[src/rtl/multi_timer.sv]
// Multi-channel programmable tick generator driven by one shared clock-enable prescaler.
// Each channel counts strobes up to its terminal value, pulses tick and latches a sticky irq.
module multi_timer #(
   parameter int unsigned WIDTH    = 32,
   parameter int unsigned CHANNELS = 4,
   parameter int unsigned SEL_W    = 2,
   parameter int unsigned PRESC_W  = 8
) (
   input  logic                clk,
   input  logic                reset,
   input  logic [PRESC_W-1:0]  presc_div,
   input  logic                set,
   input  logic [SEL_W-1:0]    sel,
   input  logic [WIDTH-1:0]    val1,
   input  logic                mode,
   input  logic [CHANNELS-1:0] start,
   input  logic [CHANNELS-1:0] stop,
   input  logic [CHANNELS-1:0] irq_clr,
   output logic [CHANNELS-1:0] tick,
   output logic [CHANNELS-1:0] irq,
   output logic [CHANNELS-1:0] busy,
   output logic [WIDTH-1:0]    cnt_out
);

   logic [PRESC_W-1:0]             pcnt_q, pcnt_d;
   logic                           ce;
   logic [CHANNELS-1:0]            wr;
   logic [CHANNELS-1:0][WIDTH-1:0] term_q, term_d;
   logic [CHANNELS-1:0][WIDTH-1:0] count_q, count_d;
   logic [CHANNELS-1:0]            mode_q, mode_d;
   logic [CHANNELS-1:0]            busy_q, busy_d;
   logic [CHANNELS-1:0]            tick_q, tick_d;
   logic [CHANNELS-1:0]            irq_q, irq_d;

   // Shared prescaler: compare against the live divisor so a lowered value never stalls.
   always_comb begin
      ce     = (pcnt_q >= presc_div);
      pcnt_d = ce ? '0 : pcnt_q + PRESC_W'(1);
   end

   // One-hot config write; an out-of-range select shifts out and writes nothing.
   assign wr = set ? (CHANNELS'(1) << sel) : '0;

   // Per-channel next state: config write, then stop > start > counting.
   always_comb begin
      term_d  = term_q;
      mode_d  = mode_q;
      count_d = count_q;
      busy_d  = busy_q;
      tick_d  = '0;
      irq_d   = irq_q & ~irq_clr;
      for (int i = 0; i < int'(CHANNELS); i++) begin
         if (wr[i]) begin
            term_d[i]  = val1;
            mode_d[i]  = mode;
            count_d[i] = '0;
         end
         if (stop[i]) begin
            busy_d[i] = 1'b0;
         end else if (start[i]) begin
            busy_d[i]  = 1'b1;
            count_d[i] = '0;
         end else if (busy_q[i] && ce && !wr[i]) begin
            if (count_q[i] == term_q[i]) begin
               tick_d[i]  = 1'b1;
               count_d[i] = '0;
               if (mode_q[i]) begin
                  busy_d[i] = 1'b0;
               end
            end else begin
               count_d[i] = count_q[i] + WIDTH'(1);
            end
         end
         // A terminal event in the same cycle as a clear keeps the flag set.
         irq_d[i] = irq_d[i] | tick_d[i];
      end
   end

   always_ff @(posedge clk or negedge reset) begin
      if (!reset) begin
         pcnt_q  <= '0;
         term_q  <= '0;
         mode_q  <= '0;
         count_q <= '0;
         busy_q  <= '0;
         tick_q  <= '0;
         irq_q   <= '0;
      end else begin
         pcnt_q  <= pcnt_d;
         term_q  <= term_d;
         mode_q  <= mode_d;
         count_q <= count_d;
         busy_q  <= busy_d;
         tick_q  <= tick_d;
         irq_q   <= irq_d;
      end
   end

   assign tick = tick_q;
   assign irq  = irq_q;
   assign busy = busy_q;

   // Count readback mux; unmapped selects read as zero.
   always_comb begin
      cnt_out = '0;
      for (int i = 0; i < int'(CHANNELS); i++) begin
         if (int'(sel) == i) begin
            cnt_out = count_q[i];
         end
      end
   end

endmodule
[config.mk]
export PLATFORM = sky130hd
export DESIGN_NAME = multi_timer
export DESIGN_NICKNAME = d
export VERILOG_FILES = /design/src/rtl/multi_timer.sv
export SDC_FILE = /design/constraint.sdc
export NUM_CORES = 1
export LEC_CHECK = 0
export ABC_CLOCK_PERIOD_IN_PS = 3400
export CAP_MARGIN = 20
export CELL_PAD_IN_SITES_DETAIL_PLACEMENT = 0
export CELL_PAD_IN_SITES_GLOBAL_PLACEMENT = 1
export CORE_MARGIN = 2
export CORE_UTILIZATION = 47
export CTS_CLUSTER_SIZE = 28
export DETAILED_ROUTE_END_ITERATION = 8
export MAX_ROUTING_LAYER = met4
export PLACE_DENSITY = 0.91
export SETUP_SLACK_MARGIN = 0.2
export SLEW_MARGIN = 20
export SYNTH_ARGS = -nofsm -noshare
export SYNTH_HDL_FRONTEND = slang
export SYNTH_SLANG_ARGS = --single-unit
[constraint.sdc]
create_clock -name clk -period 3.4 [get_ports clk]
set_clock_uncertainty 0.2 [all_clocks]
set_input_delay 0.34 -clock clk [delete_from_list [all_inputs] [get_ports clk]]
set_output_delay 0.34 -clock clk [all_outputs]
set_load 0.1 [all_outputs]
After elaboration in Yosys (flattened, before gate mapping)
Index checks and enable logic that the tools add are counted.
{"block": "op_classes", "n_div": 0, "n_shift": 1, "n_bitwise": 6, "mul": 0, "n_lt_le_gt_ge": 1, "n_addsub": 5, "n_eq_ne": 7, "muxes": 62, "n_reduce_logical": 29}
{"operator": "32-bit two-way mux", "count": 24}
{"operator": "32-bit by 1-bit adder with 32-bit output (second input constant)", "count": 4}
{"operator": "32-bit equality test", "count": 4}
{"operator": "1-bit two-way mux", "count": 36}
{"operator": "3-bit nonzero test", "count": 12}
{"operator": "3-bit AND reduction", "count": 4}
{"operator": "8-bit by 1-bit adder with 8-bit output (second input constant)", "count": 1}
{"operator": "8-bit greater-or-equal comparator", "count": 1}
{"operator": "1-bit logical AND", "count": 8}
{"operator": "8-bit two-way mux", "count": 1}
{"operator": "4-bit AND", "count": 1}
{"operator": "2-bit equality test (second input constant)", "count": 2}
{"operator": "1-bit zero test", "count": 4}
{"operator": "4-bit two-way mux", "count": 1}
{"operator": "4-bit inverter", "count": 1}
{"operator": "1-bit bitwise OR", "count": 4}
{"operator": "1-bit by 2-bit left shift with 4-bit output (first input constant)", "count": 1}
{"operator": "2-bit by 1-bit equality test with 1-bit output (second input constant)", "count": 1}
{"operator": "2-bit zero test", "count": 1}
{"block": "totals", "ram_bits": 0, "romBits": 0, "input_bits": 58, "latchBits": 0, "memories": 0, "register_bits": 280, "out_inout_bits": 44}

Longest topological paths before layout
Gate-level depths: netlist (run 1).
{"block": "logic_depth", "ltp_word": 8, "depth_mapped": 10, "depth_no_buf": 8}

Least setup slack after synthesis (run 1)
Ideal clock, no wire load.
{"block": "synth_timing", "kind": "input-to-output", "startpoint": "input port sel[0]", "endpoint": "output port cnt_out[9]", "setup_slack_ps": 739, "arrival_ps": 2121, "path_stages": 3, "path_cell_list": "buf_2 buf_1 mux4_1"}
{"block": "synth_via", "elab_chain_len": 5, "word_cells_on_any_way": 8}
{"item": "start: declaration", "line_no": "13", "text": "input logic [SEL_W-1:0] sel,"}
{"item": "2-bit zero test", "line_no": "107", "text": "if (int'(sel) == i) begin"}
{"item": "32-bit two-way mux (3 in series)", "line_no": "107"}
{"item": "32-bit two-way mux *", "line_no": "107"}
{"item": "end: declaration", "line_no": "22", "text": "output logic [WIDTH-1:0] cnt_out"}
Every way passes the cells marked *; elsewhere a longest branch is shown, timed or not.

==> flow_metrics.env, run 1 <==
export IMPL_drt_iter0_drc=1384
export IMPL_viasPerCell=5.98
export IMPL_finalWirelength_mm=52.1
export IMPL_root_buffer="clkbuf_16"
export IMPL_syn_nets=1710
export IMPL_grt_pass1_wl_mm=77.6
export IMPL_final_area_um2=18100
export IMPL_synth_area_top_cells="dfrtp_1 45%, xnor2_1 10%, nand2_1 10%, mux4_2 4.5%, nand3_1 2.7%"
export IMPL_cp_max_fo=32
export IMPL_async_flop_share_pct=100
export IMPL_ff_latch_area_um2=7010
export IMPL_setup_tns_ns=0
export IMPL_path_clk_slew_ns=0.06
export IMPL_wire_per_inst_um=23.9
export IMPL_drc=0
export IMPL_max_cap_violations=0
export IMPL_rows=66
export IMPL_seq_area_frac_synth_pct=44.9
export IMPL_synth_top_area_share_pct=44.9
export IMPL_grt_remaining_overflow=0
export IMPL_fp_dieW_um=186
export IMPL_final_cells=2177
export IMPL_yosys_area_top_type="dfrtp_1"
export IMPL_status="finished, final reports clean"
export IMPL_p_per_area_nw_per_um2=484
export IMPL_numCtsBuffers=34
export IMPL_synth_area_um2=15600
export IMPL_ys_top_cells_by_count="419 x nand2_1, 280 x dfrtp_1, 186 x xnor2_1"
export IMPL_crit_path_frequent_cell="nand2_1"
export IMPL_relSlewSlack_pct=33.9
export IMPL_endpoint_kind="register"
export IMPL_slew_viol_final=0
export IMPL_ant_nets=0
export IMPL_crit_chain="ha_1 > nand2b_1 > a21oi_1 > o211ai_1 > nand2_1 > buf_4 > nand2_1 > o311ai_0"
export IMPL_max_stage_delay_ns=0.43
export IMPL_layout_drive_gt1_share_pct=12.9
export IMPL_synth_most_common_cell="nand2_1"
export IMPL_tightest_slew_ns=0.988
export IMPL_pin_count=102
export IMPL_h_tree_depth=2
export IMPL_clkSinkCount=280
export IMPL_track_usage_pct=31.3
export IMPL_dpl_cell_area_um2=17000
export IMPL_ir_drop_v=0.000346
export IMPL_ys_ff_latch=280
export IMPL_period_minus_slack_ns=2.92
export IMPL_reg2reg_slack_ns=0.48
export IMPL_setup_ws_ns=0.479
export IMPL_synthCells=1639
export IMPL_cts_tree="yes"
export IMPL_clock_path_buffers=3
export IMPL_dp_slack_ns=0.175
export IMPL_place_gp_congestion=1.00
export IMPL_critical_path_class="reg -> reg"
export IMPL_ys_types=67
export IMPL_start_kind="register"
export IMPL_die_area_um2=34700
export IMPL_syn_avg_cell_area_um2=9.52
export IMPL_vias=13000
export IMPL_max_freq_mhz=342
export IMPL_min_period_over_period_pct=85.9
export IMPL_synth_warnings=0
export IMPL_slowest_stage="dfrtp_1"
export IMPL_hpwl_mm=39.2
export IMPL_io_buffers=101
export IMPL_rsz0062_at_grt="false"
export IMPL_power_leakage_nw=7.75
export IMPL_ys_flop_type="dfrtp_1"
export IMPL_fill_cells=2845
export IMPL_cts_resized=0
export IMPL_synth_edf_count=0
export IMPL_start_util_pct=47.9
export IMPL_critPathArrivalTime_ns=3.11
export IMPL_dr_pass1_iters=5
export IMPL_placed_cells=2117
export IMPL_clk_insertion_delay_late_ns=0.52
export IMPL_dieHeight_um=186
export IMPL_setup_viol=0
export IMPL_hold_viol_final=0
export IMPL_grt_max_degree=81
export IMPL_multi_input_area_um2=8000
export IMPL_core_um2=32600
export IMPL_min_path_type="in -> reg"
export IMPL_grt_pass1_vias=12500
export IMPL_final_nets=1783
export IMPL_cp_required_ns=3.59
export IMPL_antenna_found_initial=2
export IMPL_area_growth_pct=16.2
-- flip-flops by register name (all words and copies together), names as in the netlist --
signal   count
busy         4
count_q    128
irq          4
mode_q       4
pcnt_q       8
term_q     128
tick         4
-- timing repair --
item / in CTS / in global routing
setup buffers: 0 / 0
hold buffers: 1 / 0
endpoints found under the hold margin: 76 / 0
-- path summary, 6_finish.rpt --
check,startpoint,endpoint,cells after the start
min,irq_clr[2],irq[2],3
max,pcnt_q[1],count_q[89],8
max in group asynchronous,reset,term_q[60],3
min in group asynchronous,reset,pcnt_q[4],2
min reg2reg,mode_q[2],mode_q[2],2
max reg2reg,pcnt_q[1],count_q[89],8
-- stage by stage --
| stage | utilization [%] | power (mW) | hold slack, ns |
|---|---|---|---|
| floorplan | - | 4.71 | -0.156 |
| global placement | 52.2 | 5.21 | 0.194 |
| detailed placement | 52.2 | 5.26 | 0.199 |
| CTS | 55.6 | 8.81 | 0.183 |
| global route | 55.6 | 9.11 | 0.209 |
| finish | 55.6 | 8.78 | 0.199 |
-- where the power goes --
group,internal (mW),leakage (nW),switching [mW],total [mW]
logic,0.538,3.54,0.744,1.28
clock network,2.14,0.535,1.42,3.56
registers,3.64,3.68,0.289,3.93
-- logic make-up after synthesis --
logic type | synth area share [%]
buffers and inverters | 4.03
multiplexers | 7.21
flip-flops | 44.9
XOR/XNOR | 12.9
AND/OR/NAND/NOR | 21.7
AO/OA/AOI/OAI | 8.21
adder cells (fa/ha/maj) | 1.04
-- worst max-delay path: cells and delay by family (launching register included) --
family	cells	cell delay, ns
AOI/OAI and AO/OA	3	1.04
buffers and inverters	1	0.34
and+or+nand+nor	3	0.44
DFF	1	0.43
adders and majority gates	1	0.33
-- area by class of cell --
type	instances	share of cell area, %
clock buffers	53	5.88
clock inverters	4	0.124
flip-flops and latches	280	38.6
diodes	2	0.0276
well taps	442	3.05
multi-input cells	1211	44.1
repair buffers	149	7.42
inverters	36	0.745
-- cells in the final DEF (no fill, tap or decap), drive strengths merged, types with 8 or more instances in the layout --
master           n
a21oi           18
a31oi            9
a32o            40
and2            11
and3            23
buf             84
clkbuf          53
clkdlybuf4s50   64
dfrtp          280
ha              13
inv             36
mux2            33
mux4            32
nand2          420
nand3           88
nand4           63
nor2            54
nor3            22
nor4            21
o21ai           25
o2bb2ai         28
o31ai            9
or3              8
xnor2          186
xor2            44
-- per-layer routing --
| layer | up-vias | part of all wire (%) | GRT usage, % |
|---|---|---|---|
| met5 | - | 0 | - |
| met4 | 0 | 4.1 | 12.1 |
| met3 | 134 | 8.6 | 3.99 |
| met2 | 642 | 47 | 49.4 |
| met1 | 6437 | 41 | 41.4 |
| li1 | 5803 | - | - |
Note: power is estimated with default switching activity, not from simulation.
==> run 2: changes to the inputs <==
--- a/config.mk
+++ b/config.mk
@@ -5,12 +5,13 @@
 export SDC_FILE = /design/constraint.sdc
 export NUM_CORES = 1
 export LEC_CHECK = 0
+export ABC_AREA = 1
 export ABC_CLOCK_PERIOD_IN_PS = 3400
 export CAP_MARGIN = 20
 export CELL_PAD_IN_SITES_DETAIL_PLACEMENT = 0
 export CELL_PAD_IN_SITES_GLOBAL_PLACEMENT = 1
 export CORE_MARGIN = 2
-export CORE_UTILIZATION = 47
+export CORE_UTILIZATION = 44
 export CTS_CLUSTER_SIZE = 28
 export DETAILED_ROUTE_END_ITERATION = 8
 export MAX_ROUTING_LAYER = met4
==> flow_metrics.env, run 2 <==
export IMPL_pin_count=102
export IMPL_tightest_slew_ns=0.980
export IMPL_numCtsBuffers=37
export IMPL_drc=0
export IMPL_synth_most_common_cell="nand2_1"
export IMPL_p_int_mw=6.48
export IMPL_ys_ff_latch=280
export IMPL_clk_insertion_delay_late_ns=0.56
export IMPL_min_path_type="in -> reg"
export IMPL_power_leakage_nw=10.7
export IMPL_rows=76
export IMPL_relSlewSlack_pct=34.5
export IMPL_status="finished, final reports clean"
export IMPL_combPwrFrac_pct=16.1
export IMPL_ys_types=33
export IMPL_hpwl_mm=46.2
export IMPL_yosys_area_top_type="dfrtp_1"
export IMPL_syn_nets=2968
export IMPL_ant_nets=0
export IMPL_synth_top_area_share_pct=36.5
export IMPL_final_common_cell="nand2_1"
export IMPL_crit_family="buffers and inverters"
export IMPL_seq_power_share_pct=42.0
export IMPL_area_growth_pct=14.2
export IMPL_cts_tree="yes"
export IMPL_root_buffer="clkbuf_16"
export IMPL_start_kind="primary input"
export IMPL_io_buffers=101
export IMPL_synth_warnings=0
export IMPL_grt_pass1_wl_mm=100
export IMPL_dr_pass1_iters=6
export IMPL_viasPerCell=5.42
export IMPL_track_usage_pct=29.6
export IMPL_critical_path_class="in -> out"
export IMPL_grt_pass1_vias=17400
export IMPL_clock_path_buffers=3
export IMPL_fp_dieW_um=213
export IMPL_crit_chain="clkdlybuf4s50_1 > nand2_2 > buf_4 > o22ai_1 > a21oi_1 > o21ai_0 > buf_12"
export IMPL_synthCells=2897
export IMPL_ir_drop_v=0.000274
export IMPL_start_util_pct=44.6
export IMPL_rsz0062_at_grt="false"
export IMPL_max_freq_mhz=317
export IMPL_dieHeight_um=213
export IMPL_wire_per_inst_um=18.5
export IMPL_clkSinkCount=280
export IMPL_grt_remaining_overflow=0
export IMPL_final_nets=2932
export IMPL_p_per_area_nw_per_um2=423
export IMPL_slew_viol_final=0
export IMPL_final_cell_mix="1,074 x nand2_1, 435 x nand3_1, 280 x dfrtp_1"
export IMPL_ys_flop_type="dfrtp_1"
export IMPL_largest_registers="count_q (128), term_q (128), pcnt_q (8)"
export IMPL_hold_viol_final=0
export IMPL_drt_iter0_drc=1503
export IMPL_grt_max_degree=131
export IMPL_sw_frac_of_total_pct=30.1
export IMPL_cp_max_fo=11
export IMPL_setup_viol=0
export IMPL_finalWirelength_mm=64.3
export IMPL_synth_area_um2=19200
export IMPL_vias=18800
export IMPL_path_clk_slew_ns=0.06
export IMPL_slowest_stage="clkdlybuf4s50_1"
export IMPL_core_um2=43100
export IMPL_clkPwrFrac_pct=42.0
export IMPL_layout_drive_gt1_share_pct=7.06
export IMPL_switching_power_mw=2.79
export IMPL_antenna_found_initial=4
export IMPL_async_flop_share_pct=100
export IMPL_die_area_um2=45300
export IMPL_synth_edf_count=0
export IMPL_utilization_pct=50.9
export IMPL_min_period_over_period_pct=92.8
export IMPL_seq_area_frac_synth_pct=36.5
export IMPL_synth_area_top_cells="dfrtp_1 37%, nand2_1 21%, nand3_1 11%, xnor2_1 4.9%, inv_1 4.0%"
export IMPL_syn_avg_cell_area_um2=6.63
export IMPL_h_tree_depth=2
export IMPL_endpoint_kind="output pin"
export IMPL_setup_tns_ns=0
export IMPL_period_minus_slack_ns=3.16
export IMPL_place_gp_congestion=0.960
export IMPL_cp_required_ns=2.86
export IMPL_max_stage_delay_ns=0.65
export IMPL_ys_top_cells_by_count="1,077 x nand2_1, 435 x nand3_1, 280 x dfrtp_1"
export IMPL_critPathBufInv=3
export IMPL_critPathArrivalTime_ns=2.62
export IMPL_max_cap_violations=0
## run 2: power by group through the flow
stage          Combinational, mW  Clock [mW]  Sequential (mW)
3_5_place_dp                1.49           0             3.94
3_3_place_gp                1.45           0             3.93
4_1_cts                     1.49        3.93             3.89
6_report                    1.49        3.89             3.89
2_1_floorplan              0.974           0             3.91
5_1_grt                     1.68        4.06             3.93
## run 2: cell families (layout without fill, tap and decap cells)
logic type | after synthesis | after routing | share of synthesized area [%]
other | 0 | 1 | 0
flip-flops | 280 | 280 | 36.5
AND/OR/NAND/NOR | 1782 | 1782 | 39.2
XOR/XNOR | 177 | 177 | 8.08
adder cells (fa/ha/maj) | 13 | 13 | 0.847
buffers and inverters | 448 | 440 | 9.76
AO/OA/AOI/OAI | 197 | 197 | 5.61
## run 2: per-layer routing
metal	track usage [%]	wire length (um)
met5	-	0
met1	39.7	27700
met3	3.93	4840
met2	46.7	29900
met4	9.43	1950
## run 2: what timing repair did
action	CTS	global route
setup endpoints to repair	1	0
buffers inserted	0	0
resized for setup	1	0
hold endpoints to repair	78	0
hold buffers	1	0
## run 2: through the flow
| stage | setup slack [ns] | hold WS (ns) | area [um2] | instances | power, mW |
|---|---|---|---|---|---|
| 2_1_floorplan | 0.143 | -0.156 | 19200 | 2897 | 4.89 |
| 3_3_place_gp | 0.121 | 0.180 | 20700 | 3406 | 5.38 |
| 3_5_place_dp | 0.196 | 0.205 | 20700 | 3406 | 5.43 |
| 4_1_cts | 0.374 | 0.140 | 21900 | 3474 | 9.31 |
| 5_1_grt | 0.227 | 0.157 | 21900 | 3474 | 9.67 |
| 6_report | 0.244 | 0.154 | 21900 | 3475 | 9.27 |
## run 2: final timing paths
kind                                  from           end  slack, ns  cells past startpoint
worst max-delay path                sel[0]   cnt_out[30]       0.24                      7
worst min-delay path            irq_clr[0]        irq[0]       0.15                      2
worst max register to register   pcnt_q[7]   count_q[54]       0.64                     12
worst min register to register   mode_q[0]     mode_q[0]       0.28                      2
max in group asynchronous            reset  count_q[124]       1.95                      3
min in group asynchronous            reset     pcnt_q[5]       0.19                      2
## run 2: layout make-up
type                    instances  area [um2]
diodes                          1        2.50
clock buffers                  59        1140
clock inverters                 8        61.3
fillers                      4308       21200
inverters                     223         837
multi-input cells            2169       10400
flip-flops and latches        280        7010
well taps                     585         732
repair buffers                150        1780
